### config.mk
export PLATFORM = sky130hd
export DESIGN_NAME = fetch_unit
export DESIGN_NICKNAME = d
export VERILOG_FILES = /design/src/rtl/mips_pkg.sv /design/src/rtl/next_pc_sel.sv /design/src/rtl/fetch_unit.sv
export SDC_FILE = /design/constraint.sdc
export NUM_CORES = 1
export LEC_CHECK = 0
export ABC_AREA = 1
export CORE_MARGIN = 1.5
export CORE_UTILIZATION = 54
export DETAILED_ROUTE_END_ITERATION = 12
export HOLD_SLACK_MARGIN = 0.15
export PLACE_DENSITY = 0.87
export SYNTH_ARGS = -nofsm -noshare
export SYNTH_HDL_FRONTEND = slang
export SYNTH_HIERARCHICAL = 1
export SYNTH_SLANG_ARGS = --single-unit
### constraint.sdc
create_clock -name Clk -period 5.8 [get_ports Clk]
set_input_delay 0.58 -clock Clk [delete_from_list [all_inputs] [get_ports Clk]]
set_output_delay 0.58 -clock Clk [all_outputs]
set_load 0.01 [all_outputs]
### src/rtl/mips_pkg.sv
`default_nettype none
// ============================================================================
// Module   : mips_pkg
// Brief    : Shared opcodes, fetch state type and reset-PC default.
// Revision : 1.0 - initial release
// ============================================================================
package mips_pkg;

    localparam logic [5:0] OP_RTYPE = 6'b000000;
    localparam logic [5:0] OP_J     = 6'b000010;
    localparam logic [5:0] OP_BEQ   = 6'b000100;
    localparam logic [5:0] OP_BNE   = 6'b000101;

    localparam logic [31:0] DEFAULT_RESET_PC = 32'h0000_0000;

    typedef enum logic [1:0] {
        FETCH_IDLE  = 2'd0,
        FETCH_REQ   = 2'd1,
        FETCH_VALID = 2'd2
    } fetch_state_t;

endpackage : mips_pkg
`default_nettype wire

### src/rtl/next_pc_sel.sv
`default_nettype none
// ============================================================================
// Module   : next_pc_sel
// Brief    : Combinational next-PC select: jump, taken BEQ/BNE, or PC+4.
// Revision : 1.0 - initial release
// ============================================================================
module next_pc_sel
    import mips_pkg::*;
(
    input  logic [31:0] i_pc_plus4,
    input  logic [31:0] i_instruction,
    input  logic        i_branch,
    input  logic        i_jump,
    input  logic        i_zero,
    output logic [31:0] o_next_pc
);

    logic [5:0]  w_opcode;
    logic [31:0] w_branch_offset;
    logic [31:0] w_branch_target;
    logic [31:0] w_jump_target;
    logic        w_taken;

    assign w_opcode        = i_instruction[31:26];
    assign w_branch_offset = {{14{i_instruction[15]}}, i_instruction[15:0], 2'b00};
    assign w_branch_target = i_pc_plus4 + w_branch_offset;
    assign w_jump_target   = {i_pc_plus4[31:28], i_instruction[25:0], 2'b00};

    // Branch with an opcode other than BEQ/BNE is treated as not taken.
    always_comb begin
        w_taken = 1'b0;
        if (i_branch) begin
            if (w_opcode == OP_BEQ) begin
                w_taken = i_zero;
            end else if (w_opcode == OP_BNE) begin
                w_taken = ~i_zero;
            end
        end
    end

    always_comb begin
        o_next_pc = i_pc_plus4;
        if (i_jump) begin
            o_next_pc = w_jump_target;
        end else if (w_taken) begin
            o_next_pc = w_branch_target;
        end
    end

endmodule : next_pc_sel
`default_nettype wire

### src/rtl/fetch_unit.sv
`default_nettype none
// ============================================================================
// Module   : fetch_unit
// Brief    : Instruction fetch stage: PC register, ready-handshaked fetch,
//            instruction latch and next-PC update on retirement.
// Revision : 1.0 - initial release
// ============================================================================
module fetch_unit
    import mips_pkg::*;
#(
    parameter logic [31:0] RESET_PC = DEFAULT_RESET_PC
) (
    input  logic        Clk,
    input  logic        Reset,
    output logic        ImemReq,
    output logic [31:0] ImemAddr,
    input  logic        ImemReady,
    input  logic [31:0] ImemRdata,
    output logic [31:0] Instruction,
    output logic [5:0]  Opcode,
    output logic        InstrValid,
    output logic [31:0] PC,
    output logic [31:0] PCPlus4,
    input  logic        Advance,
    input  logic        Branch,
    input  logic        Jump,
    input  logic        Zero
);

    localparam logic [31:0] C_RESET_PC = {RESET_PC[31:2], 2'b00};

    fetch_state_t r_state_q;
    fetch_state_t w_state_d;
    logic [31:0]  r_pc_q;
    logic [31:0]  w_pc_d;
    logic [31:0]  r_instr_q;
    logic [31:0]  w_instr_d;
    logic [31:0]  w_pc_plus4;
    logic [31:0]  w_next_pc;

    assign w_pc_plus4 = r_pc_q + 32'd4;

    next_pc_sel u_next_pc_sel (
        .i_pc_plus4    (w_pc_plus4),
        .i_instruction (r_instr_q),
        .i_branch      (Branch),
        .i_jump        (Jump),
        .i_zero        (Zero),
        .o_next_pc     (w_next_pc)
    );

    always_comb begin
        w_state_d = r_state_q;
        w_pc_d    = r_pc_q;
        w_instr_d = r_instr_q;
        case (r_state_q)
            FETCH_IDLE: begin
                w_state_d = FETCH_REQ;
            end
            FETCH_REQ: begin
                if (ImemReady) begin
                    w_instr_d = ImemRdata;
                    w_state_d = FETCH_VALID;
                end
            end
            FETCH_VALID: begin
                if (Advance) begin
                    w_pc_d    = w_next_pc;
                    w_state_d = FETCH_REQ;
                end
            end
            default: begin
                w_state_d = FETCH_IDLE;
            end
        endcase
    end

    always_ff @(posedge Clk) begin
        if (Reset) begin
            r_state_q <= FETCH_IDLE;
            r_pc_q    <= C_RESET_PC;
            r_instr_q <= 32'h0000_0000;
        end else begin
            r_state_q <= w_state_d;
            r_pc_q    <= w_pc_d;
            r_instr_q <= w_instr_d;
        end
    end

    // Handshake outputs come only from registered state so a memory that
    // answers in the request cycle cannot form a combinational loop.
    assign ImemReq     = (r_state_q == FETCH_REQ);
    assign InstrValid  = (r_state_q == FETCH_VALID);
    assign ImemAddr    = r_pc_q;
    assign PC          = r_pc_q;
    assign PCPlus4     = w_pc_plus4;
    assign Instruction = r_instr_q;
    assign Opcode      = r_instr_q[31:26];

endmodule : fetch_unit
`default_nettype wire

==> flow_metrics.tcl, run 1 <==
set metrics [dict create \
    netlist_instances 1069 \
    whs_ps 486 \
    remaining_drc_errors 0 \
    worst-setup-path-type "flip-flop to flip-flop" \
    via_count_of_the_first_global_routing_pass 6707 \
    ys_top_cells_by_area "sky130_fd_sc_hd__nand2_1 (22%), sky130_fd_sc_hd__dfxtp_1 (21%), sky130_fd_sc_hd__nand3_1 (7.5%)" \
    drtIter0Drc 703 \
    place.detailed.instances 1316 \
    timing.critical_path.slowest_cell_delay_ps 410 \
    antenna-diode-count 0 \
    tritoncts "built" \
    insertion_delay_ps 350 \
    synth.top_cells.by_count "sky130_fd_sc_hd__nand2_1 (362), sky130_fd_sc_hd__inv_1 (117), sky130_fd_sc_hd__nor2_1 (112)" \
    synth_largest_type_area_fraction_pct 21.5 \
    numCtsBuffers 9 \
    regArea_um2 1320 \
    core_ar_um2 11400 \
    cts_hold_repair.buffers 0 \
    floorplan.initialDensity_pct 55.3 \
    timing.critical_path.to_type "flip-flop" \
    detail_route.vias_per_cell 5.53 \
    total_power_per_unit_cell_area_nw_per_um2 167 \
    grt_antenna_before_repair 0 \
    number_of_iterations_in_the_first_detailed_routing_pass 8 \
    max_cap_violations 0 \
    ys_dominant_reg_cell "sky130_fd_sc_hd__dfxtp_1" \
    multi_input_area_um2 4050 \
    ctsResizeCount 0 \
    max-vdd-ir-drop_mv 0.208 \
    synth_seq_cells 66 \
    clock_path_buffers 2 \
    critPathArrivalTime_ps 3860 \
    gp_routability_congestion 0.980 \
    detailedPlacementHpwl_mm 16.8 \
    worst-path-max-fanout 5 \
    grt_pass1_wl_mm 34.3 \
    fin_area_um2 8100 \
    power.static_leakage_nw 3.58 \
    fin_nets 1254 \
    highest_attainable_clock_frequency_mhz 272 \
    ys_warn_count 6 \
    ffs_w_async_s_r_synth_pct 0 \
    floorplan.die_area_um2 12400 \
    ys_types 42 \
    synthesis.area_per_instance_um2 5.91 \
    r2r_slack_ps 2120 \
    crit_path_start_kind "flip-flop" \
    cts.sink_count 66 \
    placementRows 39 \
    pins_over_their_slew_limit 0 \
    htreeDepth 3 \
    die_height_um 111 \
    synth-edff-count 0 \
    synthToLayoutAreaGrowth_pct 28.2 \
    outcome "complete, no violations" \
    worstPathBufferInverterCount 1 \
    final.setup.tns_ps 0 \
    route.vias.total 7354 \
    worst_path_max_delay_cell "sky130_fd_sc_hd__dfxtp_1" \
    timing.final.crit_period_ps 3680 \
    pin_count 175 \
    crit_top_cell "sky130_fd_sc_hd__nand2_1" \
    num-fill-cells 1031 \
    detail_route.wl_per_cell_um 16.5 \
    final_instance_count_without_filler_cells 1331 \
    fin_clk_skew_ps 8.33 \
    min_path_type "flip-flop to flip-flop" \
    post_synth_instance_area_um2 6320 \
    final-setup-viol-count 0 \
    dieWidth_um 111 \
    post_dp_cell_area_um2 7760 \
    cpLargestDelayFamily "simple AND/OR/NAND/NOR gates" \
    wirelength_mm 22.0 \
    crit_chain "ha_1 > nand2_1 > nor2_2 > nand2_2 > nor2_2 > xor2_1 > ha_1 > nand2_1 > inv_1 > a21oi_1 > nand3_1 > nand3_1 > nand2_1 > nand2_1 > nand3_1 > nand2_1 > nand2_1 > nor2_1 > a211oi_1" \
    globalRouteOverflowTotal 0 \
    groute.usage.overall_pct 34.9 \
    grt_setup_unrepaired "false" \
    crit_required_ps 5980 \
    syn-num-nets 1139 \
    finalCritPeriodShare_pct 63.4 \
    pin_count_of_the_biggest_net_entering_global_routing 67 \
    io_buffer_count 174 \
    layout-drive-gt1-share_pct 3.96 \
    relSlewSlack_pct 35.3 \
    worst_slew_pin_slew_ps 967 \
    root_buf_cell "sky130_fd_sc_hd__clkbuf_16" \
    synthMostInstantiatedCell "sky130_fd_sc_hd__nand2_1" \
    clkTransAtPathRegs_ps 60 \
    fin_total_pwr_w 0.00135 \
    fin_hold_viols 0 \
    cts.repair_timing.setup_buffer_count 0 \
    synth_area_leader_cell "sky130_fd_sc_hd__nand2_1" \
    synth-seq-area-share_pct 20.9 \
    ant_nets 0 \
]
cell families after synthesis:
logic type,after synthesis,share of synthesized area (%)
AND/OR/NAND/NOR,609,40.8
AO/OA/AOI/OAI,146,13.7
XOR/XNOR,23,3.31
flip-flops,66,20.9
buffers and inverters,194,15.1
adder cells (fa/ha/maj),31,6.26
final timing paths:
check | from | to | cells after the start
worst max-delay path | ImemAddr[3] | ImemAddr[22] | 19
worst min register to register | Instruction[22] | Instruction[22] | 2
worst min-delay path | Instruction[22] | Instruction[22] | 2
worst max register to register | ImemAddr[3] | ImemAddr[22] | 19
tightest hold or removal path, delay by kind of cell (launching register included):
kind / cells / cell delay [ps]
DFF: 1 / 320
and+or+nand+nor: 1 / 60
AOI/OAI and AO/OA: 1 / 50
area by class of cell:
class / count / area share (%)
timing repair buffer: 178 / 21.8
clock inverter: 5 / 1.28
clock buffer: 10 / 2.83
sequential: 66 / 16.3
multi-input combinational: 809 / 50.0
tap: 143 / 2.21
inverter: 120 / 5.58
metal layers:
metal	share of wire [%]	global-route usage, %	up-vias	routed length [um]
met1	40	43.1	3318	8890
met5	0	0	-	0
met3	9.5	8.75	65	2080
met2	46	57.1	371	10100
li1	-	-	3600	-
met4	4.3	15.9	0	941
registers in the layout, indices dropped and copies added, names as in the netlist:
register,count
ImemAddr,32
Instruction,32
r_state_q,2
power by group:
part	switching (W)	internal, W	total, W
logic	0.000121	0.000102	0.000223
registers	0.0000226	0.000469	0.000492
clock network	0.000217	0.000418	0.000635
layout by cell type, fill, tap and decap left out, drive strengths merged:
| cell | Yosys | routed |
|---|---|---|
| a211oi | 19 | 19 |
| a21o | 1 | 1 |
| a21oi | 75 | 75 |
| and2 | 5 | 5 |
| buf | 62 | 5 |
| bufinv | 0 | 3 |
| clkbuf | 12 | 10 |
| clkdlybuf4s50 | 0 | 173 |
| clkinv | 2 | 4 |
| dfxtp | 66 | 66 |
| fa | 1 | 1 |
| ha | 30 | 30 |
| inv | 118 | 118 |
| nand2 | 367 | 367 |
| nand3 | 96 | 96 |
| nand3b | 1 | 1 |
| nand4 | 5 | 5 |
| nor2 | 126 | 126 |
| nor3 | 4 | 4 |
| o211ai | 1 | 1 |
| o21a | 17 | 17 |
| o21ai | 22 | 22 |
| o21bai | 7 | 7 |
| o31ai | 4 | 4 |
| or2 | 5 | 5 |
| xnor2 | 1 | 1 |
| xor2 | 22 | 22 |
metrics by stage:
step,utilization [%],worst slack [ps]
floorplan,-,2900
global placement,68.0,2210
detailed placement,68.0,2210
CTS,70.9,2160
global route,70.9,1890
finish,70.9,2120
(Power assumes the default switching activity.)
==> inputs of run 2 (changes only) <==
--- a/config.mk
+++ b/config.mk
@@ -7,10 +7,10 @@
 export LEC_CHECK = 0
 export ABC_AREA = 1
 export CORE_MARGIN = 1.5
-export CORE_UTILIZATION = 54
+export CORE_UTILIZATION = 50
 export DETAILED_ROUTE_END_ITERATION = 12
 export HOLD_SLACK_MARGIN = 0.15
-export PLACE_DENSITY = 0.87
+export PLACE_DENSITY = 0.82
 export SYNTH_ARGS = -nofsm -noshare
 export SYNTH_HDL_FRONTEND = slang
 export SYNTH_HIERARCHICAL = 1
==> constraint.sdc (replaced) <==
create_clock -name Clk -period 3.9 [get_ports Clk]
set_input_delay 0.39 -clock Clk [delete_from_list [all_inputs] [get_ports Clk]]
set_output_delay 0.39 -clock Clk [all_outputs]
set_load 0.01 [all_outputs]
==> run 2 against run 1 <==
Sequential share of layout area is 0.18 points lower. Utilization is 3.6 points lower. First-iteration DRC count shrank 6.4%. Fmax increased by 4.7%. Sequential cell count unchanged. Worst hold slack improved by 9.1 ps. Clock skew grew 0.63 ps. Cell area up 1.1%. Cell count grew 2.3%.
==> flow_metrics.tcl, run 2 (synthesized netlist as in run 1, its figures left out) <==
set metrics [dict create \
    mostFrequentLayoutCell "sky130_fd_sc_hd__nand2_1" \
    grt_setup_unrepaired "false" \
    hp-start "Instruction[30]" \
    timing.final.crit_period_ps 3510 \
    r2r_cells 21 \
    core_ar_um2 12200 \
    total_power_per_unit_cell_area_nw_per_um2 248 \
    r2r_end "ImemAddr[31]" \
    gp_routability_congestion 0.989 \
    pin_count_of_the_biggest_net_entering_global_routing 67 \
    fin_hold_viols 0 \
    fin_clk_skew_ps 8.96 \
    top_signal_layer_used "met4" \
    worst_slew_pin_slew_ps 996 \
    regArea_um2 1320 \
    synthToLayoutAreaGrowth_pct 29.6 \
    ant_nets 0 \
    insertion_delay_ps 340 \
    power.static_leakage_nw 3.63 \
    htreeDepth 3 \
    post_dp_cell_area_um2 7830 \
    fin_area_um2 8190 \
    root_buf_cell "sky130_fd_sc_hd__clkbuf_16" \
    fin_nets 1259 \
    clock_path_buffers 2 \
    detailedPlacementHpwl_mm 16.8 \
    number_of_iterations_in_the_first_detailed_routing_pass 5 \
    grt_antenna_before_repair 0 \
    tritoncts "built" \
    worst_r2r_startpoint "ImemAddr[3]" \
    via_count_of_the_first_global_routing_pass 6915 \
    floorplan.die_area_um2 13300 \
    globalRouteOverflowTotal 0 \
    finalCritPeriodShare_pct 90.1 \
    critPathArrivalTime_ps 3690 \
    groute.usage.overall_pct 33.4 \
    io_buffer_count 174 \
    numCtsBuffers 9 \
    outcome "complete, no violations" \
    placementRows 40 \
    dieWidth_um 115 \
    die_height_um 115 \
    final-setup-viol-count 0 \
    met2RoutedLength_mm 10.2 \
    detail_route.vias_per_cell 5.47 \
    max_cap_violations 0 \
    floorplan.initialDensity_pct 51.9 \
    met3_wirelength_mm 2.31 \
    clkTransAtPathRegs_ps 60 \
    worst-setup-path-type "flip-flop to flip-flop" \
    worst-path-max-fanout 5 \
    relSlewSlack_pct 33.3 \
    multi_input_area_um2 4050 \
    timing.critical_path.to_type "flip-flop" \
    crit_path_start_kind "flip-flop" \
    max-vdd-ir-drop_mv 0.309 \
    cts.sink_count 66 \
    final.setup.tns_ps 0 \
    route.vias.total 7456 \
    drtIter0Drc 658 \
    wl_on_met1_mm 8.75 \
    remaining_drc_errors 0 \
    min_to "Instruction[30]" \
    detail_route.wl_per_cell_um 16.2 \
    min_path_type "flip-flop to flip-flop" \
    grt_pass1_wl_mm 34.3 \
    mostFrequentLayoutCells "sky130_fd_sc_hd__nand2_1 (362), sky130_fd_sc_hd__clkdlybuf4s50_1 (173), sky130_fd_sc_hd__inv_1 (117)" \
    pins_over_their_slew_limit 0 \
    crit_required_ps 4070 \
    antenna-diode-count 0 \
    r2r_slack_ps 390 \
    holdPathStages 2 \
    layout-drive-gt1-share_pct 4.61 \
    num-fill-cells 1125 \
    wirelength_mm 22.1 \
    highest_attainable_clock_frequency_mhz 285 \
    pin_count 175 \
]
## run 2: changes by cell type in the layout (fill, tap and decap cells not counted), sizes merged
cell  previous run  this run
buf              5        10
inv            118       119
## run 2: power breakdown
group,leakage [nW],switching (W),internal (W)
sequential,0.535,0.0000349,0.000698
clock,0.173,0.000325,0.000644
combinational,2.92,0.000180,0.000153
total,3.63,0.000540,0.00150
## run 2: worst max path at each step
| stage | startpoint | to | slack (ps) | cells after the start |
|---|---|---|---|---|
| floorplan | ImemAddr[3] | ImemAddr[31] | 1000 | 21 |
| global placement | ImemAddr[3] | ImemAddr[22] | 400 | 19 |
| detailed placement | ImemAddr[3] | ImemAddr[22] | 400 | 19 |
| CTS | ImemAddr[3] | ImemAddr[22] | 350 | 19 |
| global route | ImemAddr[3] | ImemAddr[31] | 40 | 21 |
| finish | ImemAddr[3] | ImemAddr[31] | 390 | 21 |
## run 2: layout make-up
cell class,count,share of cell area (%)
Clock inverter,6,1.38
Timing Repair Buffer,183,22.0
Multi-Input combinational cell,809,49.5
Inverter,120,5.52
Clock buffer,10,2.92
Sequential cell,66,16.1
Tap cell,168,2.57
## run 2: what timing repair did
action | CTS | global route
setup endpoints to repair | 0 | 1
gates resized for setup | 0 | 1
buffers inserted | 0 | 0
hold buffers | 0 | 0
## run 2: per-layer routing
layer / vias to the layer above / GRT usage (%)
met4: 0 / 15.4
li1: 3604 / -
met1: 3367 / 40.6
met3: 75 / 8.28
met2: 410 / 55.5
met5: - / 0
## run 2: stage by stage
step                      util, %  instances  worst slack [ps]  total power (W)  hold slack [ps]
final                        67.3       1362               387          0.00203              495
after global routing         67.3       1362              38.0          0.00210              517
after CTS                    67.3       1362               348          0.00203              491
after detailed placement     64.4       1346               401          0.00107              481
after global placement       64.4       1346               400          0.00107              465
after floorplan                 -       1069               997         0.000923              496
## run 2: worst max-delay path: stages (launching register included)
cell,delay [ps]
sky130_fd_sc_hd__dfxtp_1,410
sky130_fd_sc_hd__ha_1,230
sky130_fd_sc_hd__nand2_1,80
sky130_fd_sc_hd__nor2_2,170
sky130_fd_sc_hd__nand2_2,170
sky130_fd_sc_hd__nor2_2,220
sky130_fd_sc_hd__xor2_1,420
sky130_fd_sc_hd__ha_1,370
sky130_fd_sc_hd__nand2_1,110
sky130_fd_sc_hd__inv_1,50
sky130_fd_sc_hd__nand2_1,90
sky130_fd_sc_hd__inv_1,70
sky130_fd_sc_hd__a21oi_1,190
sky130_fd_sc_hd__nand2_1,170
sky130_fd_sc_hd__nand2_1,110
sky130_fd_sc_hd__nand2_1,60
sky130_fd_sc_hd__nand2_1,80
sky130_fd_sc_hd__nand3_1,80
sky130_fd_sc_hd__nand2_1,60
sky130_fd_sc_hd__nand2_1,60
sky130_fd_sc_hd__nor2_1,100
sky130_fd_sc_hd__a211oi_1,60
==> inputs of run 3 (changes only) <==
--- a/config.mk
+++ b/config.mk
@@ -11,6 +11,7 @@
 export DETAILED_ROUTE_END_ITERATION = 12
 export HOLD_SLACK_MARGIN = 0.15
 export PLACE_DENSITY = 0.82
+export SETUP_SLACK_MARGIN = 0.2
 export SYNTH_ARGS = -nofsm -noshare
 export SYNTH_HDL_FRONTEND = slang
 export SYNTH_HIERARCHICAL = 1
==> run 3 against run 2 <==
Register-to-register slack better by 100 ps. Fmax up 3.0%. Utilization is 0.19 points higher. Non-clock buffer count grew 1. Sequential cell count stayed put. Sequential power about the same. Largest power group unchanged.
==> flow_metrics.tcl, run 3 (synthesized netlist as in run 1, its figures left out) <==
set metrics [dict create \
    outcome "complete, no violations" \
    fin_nets 1260 \
    timing.critical_path.slowest_cell_delay_ps 410 \
    fin_clk_skew_ps 10.4 \
    number_of_iterations_in_the_first_detailed_routing_pass 5 \
    crit_required_ps 4070 \
    insertion_delay_ps 340 \
    worst-setup-path-type "flip-flop to flip-flop" \
    crit_top_cell "sky130_fd_sc_hd__nand2_1" \
    fin_total_pwr_w 0.00204 \
    min_path_type "flip-flop to flip-flop" \
    fin_hold_viols 0 \
    cpLargestDelayFamily "simple AND/OR/NAND/NOR gates" \
    cp-endpoint "ImemAddr[22]" \
    crit_chain "ha_1 > nand2_1 > nor2_2 > nand2_2 > nor2_2 > xor2_2 > ha_1 > nand2_1 > inv_1 > a21oi_1 > nand3_2 > nand3_1 > nand2_1 > nand2_1 > nand3_1 > nand2_1 > nand2_1 > nor2_1 > a211oi_1" \
    max_cap_violations 0 \
    total_power_per_unit_cell_area_nw_per_um2 248 \
    power.static_leakage_nw 3.63 \
    floorplan.initialDensity_pct 51.9 \
    timing.final.crit_period_ps 3410 \
    num-fill-cells 1122 \
    route.vias.total 7443 \
    grt_pass1_wl_mm 34.3 \
    die_height_um 115 \
    io_buffer_count 174 \
    synthToLayoutAreaGrowth_pct 30.0 \
    groute.usage.overall_pct 33.4 \
    placementRows 40 \
    mostFrequentLayoutCells "sky130_fd_sc_hd__nand2_1 (362), sky130_fd_sc_hd__clkdlybuf4s50_1 (173), sky130_fd_sc_hd__inv_1 (117)" \
    r2r_cells 19 \
    mostFrequentLayoutCell "sky130_fd_sc_hd__nand2_1" \
    cp-startpoint "ImemAddr[3]" \
    layout-drive-gt1-share_pct 4.85 \
    hp-start "Instruction[30]" \
    worstPathBufferInverterCount 1 \
    final.setup.tns_ps 0 \
    ant_nets 0 \
    pin_count_of_the_biggest_net_entering_global_routing 67 \
    detailedPlacementHpwl_mm 16.8 \
    final-setup-viol-count 0 \
    whs_ps 495 \
    wirelength_mm 22.1 \
    final_core_utilization_pct 67.5 \
    pins_over_their_slew_limit 0 \
    highest_attainable_clock_frequency_mhz 293 \
    relSlewSlack_pct 33.7 \
    grt_antenna_before_repair 0 \
    remaining_drc_errors 0 \
    pin_count 175 \
    finalCritPeriodShare_pct 87.4 \
    dieWidth_um 115 \
    stages_on_worst_setup_path 19 \
    max-vdd-ir-drop_mv 0.309 \
    root_buf_cell "sky130_fd_sc_hd__clkbuf_16" \
    pre_cts_ws_ps 401 \
    detail_route.wl_per_cell_um 16.2 \
    clock_path_buffers 2 \
    gp_routability_congestion 0.989 \
    numCtsBuffers 9 \
    critPathArrivalTime_ps 3580 \
    worst_path_max_delay_cell "sky130_fd_sc_hd__dfxtp_1" \
    floorplan.die_area_um2 13300 \
    drtIter0Drc 649 \
    cts.sink_count 66 \
    timing.critical_path.to_type "flip-flop" \
    worst_r2r_startpoint "ImemAddr[3]" \
    detail_route.vias_per_cell 5.46 \
    antenna-diode-count 0 \
    r2r_slack_ps 490 \
    worst_slew_pin_slew_ps 991 \
    cts_hold_repair.buffers 0 \
    worst-path-max-fanout 5 \
    worst_slack_ps 491 \
    crit_path_start_kind "flip-flop" \
    grt_setup_unrepaired "true" \
    tritoncts "built" \
    via_count_of_the_first_global_routing_pass 6915 \
    htreeDepth 3 \
    globalRouteOverflowTotal 0 \
    clkTransAtPathRegs_ps 60 \
    core_ar_um2 12200 \
    r2r_end "ImemAddr[22]" \
]
-- run 3: tightest hold or removal path: cells and delay by family (launching register included) --
family / cells / cell delay (ps)
flops: 1 / 330
compound gates: 1 / 50
simple gates: 1 / 70
-- run 3: layout make-up --
type,count,area (um^2),area share [%]
clock inverter,6,113,1.37
timing repair buffer,184,1810,22.1
tap,168,210,2.56
sequential,66,1320,16.1
clock buffer,10,239,2.91
inverter,120,452,5.50
multi-input combinational,809,4070,49.5
-- run 3: report_power, final --
group	total, W	switching (W)	leakage (nW)	internal (W)
Combinational	0.000333	0.000180	2.92	0.000153
Clock	0.000971	0.000327	0.173	0.000644
Sequential	0.000733	0.0000349	0.535	0.000698
Total	0.00204	0.000541	3.63	0.00150
-- run 3: what timing repair did --
item,4_1_cts,5_1_grt
resized for setup,0,3
buffers inserted,0,1
endpoints found under the setup margin,0,8
-- run 3: worst min path at each step --
stage / end / slack, ps / cells past startpoint
after detailed placement: Instruction[18] / 480 / 2
after global placement: Instruction[17] / 460 / 2
after floorplan: Instruction[22] / 500 / 2
after CTS: Instruction[18] / 490 / 2
final: Instruction[30] / 490 / 2
after global routing: Instruction[23] / 520 / 2
-- run 3: stage by stage --
stage	std cells	cell area [um^2]
finish	1363	8210
global route	1363	8210
CTS	1362	8180
detailed placement	1346	7830
global placement	1346	7830
floorplan	1069	6320
-- run 3: per-layer routing --
layer | vias up | share of wire (%) | wire (um) | track usage (%)
li1 | 3602 | - | - | -
met1 | 3378 | 41 | 8980 | 40.6
met2 | 397 | 46 | 10200 | 55.5
met3 | 66 | 9.4 | 2070 | 8.28
met4 | 0 | 3.9 | 870 | 15.4
met5 | - | 0 | 0 | 0
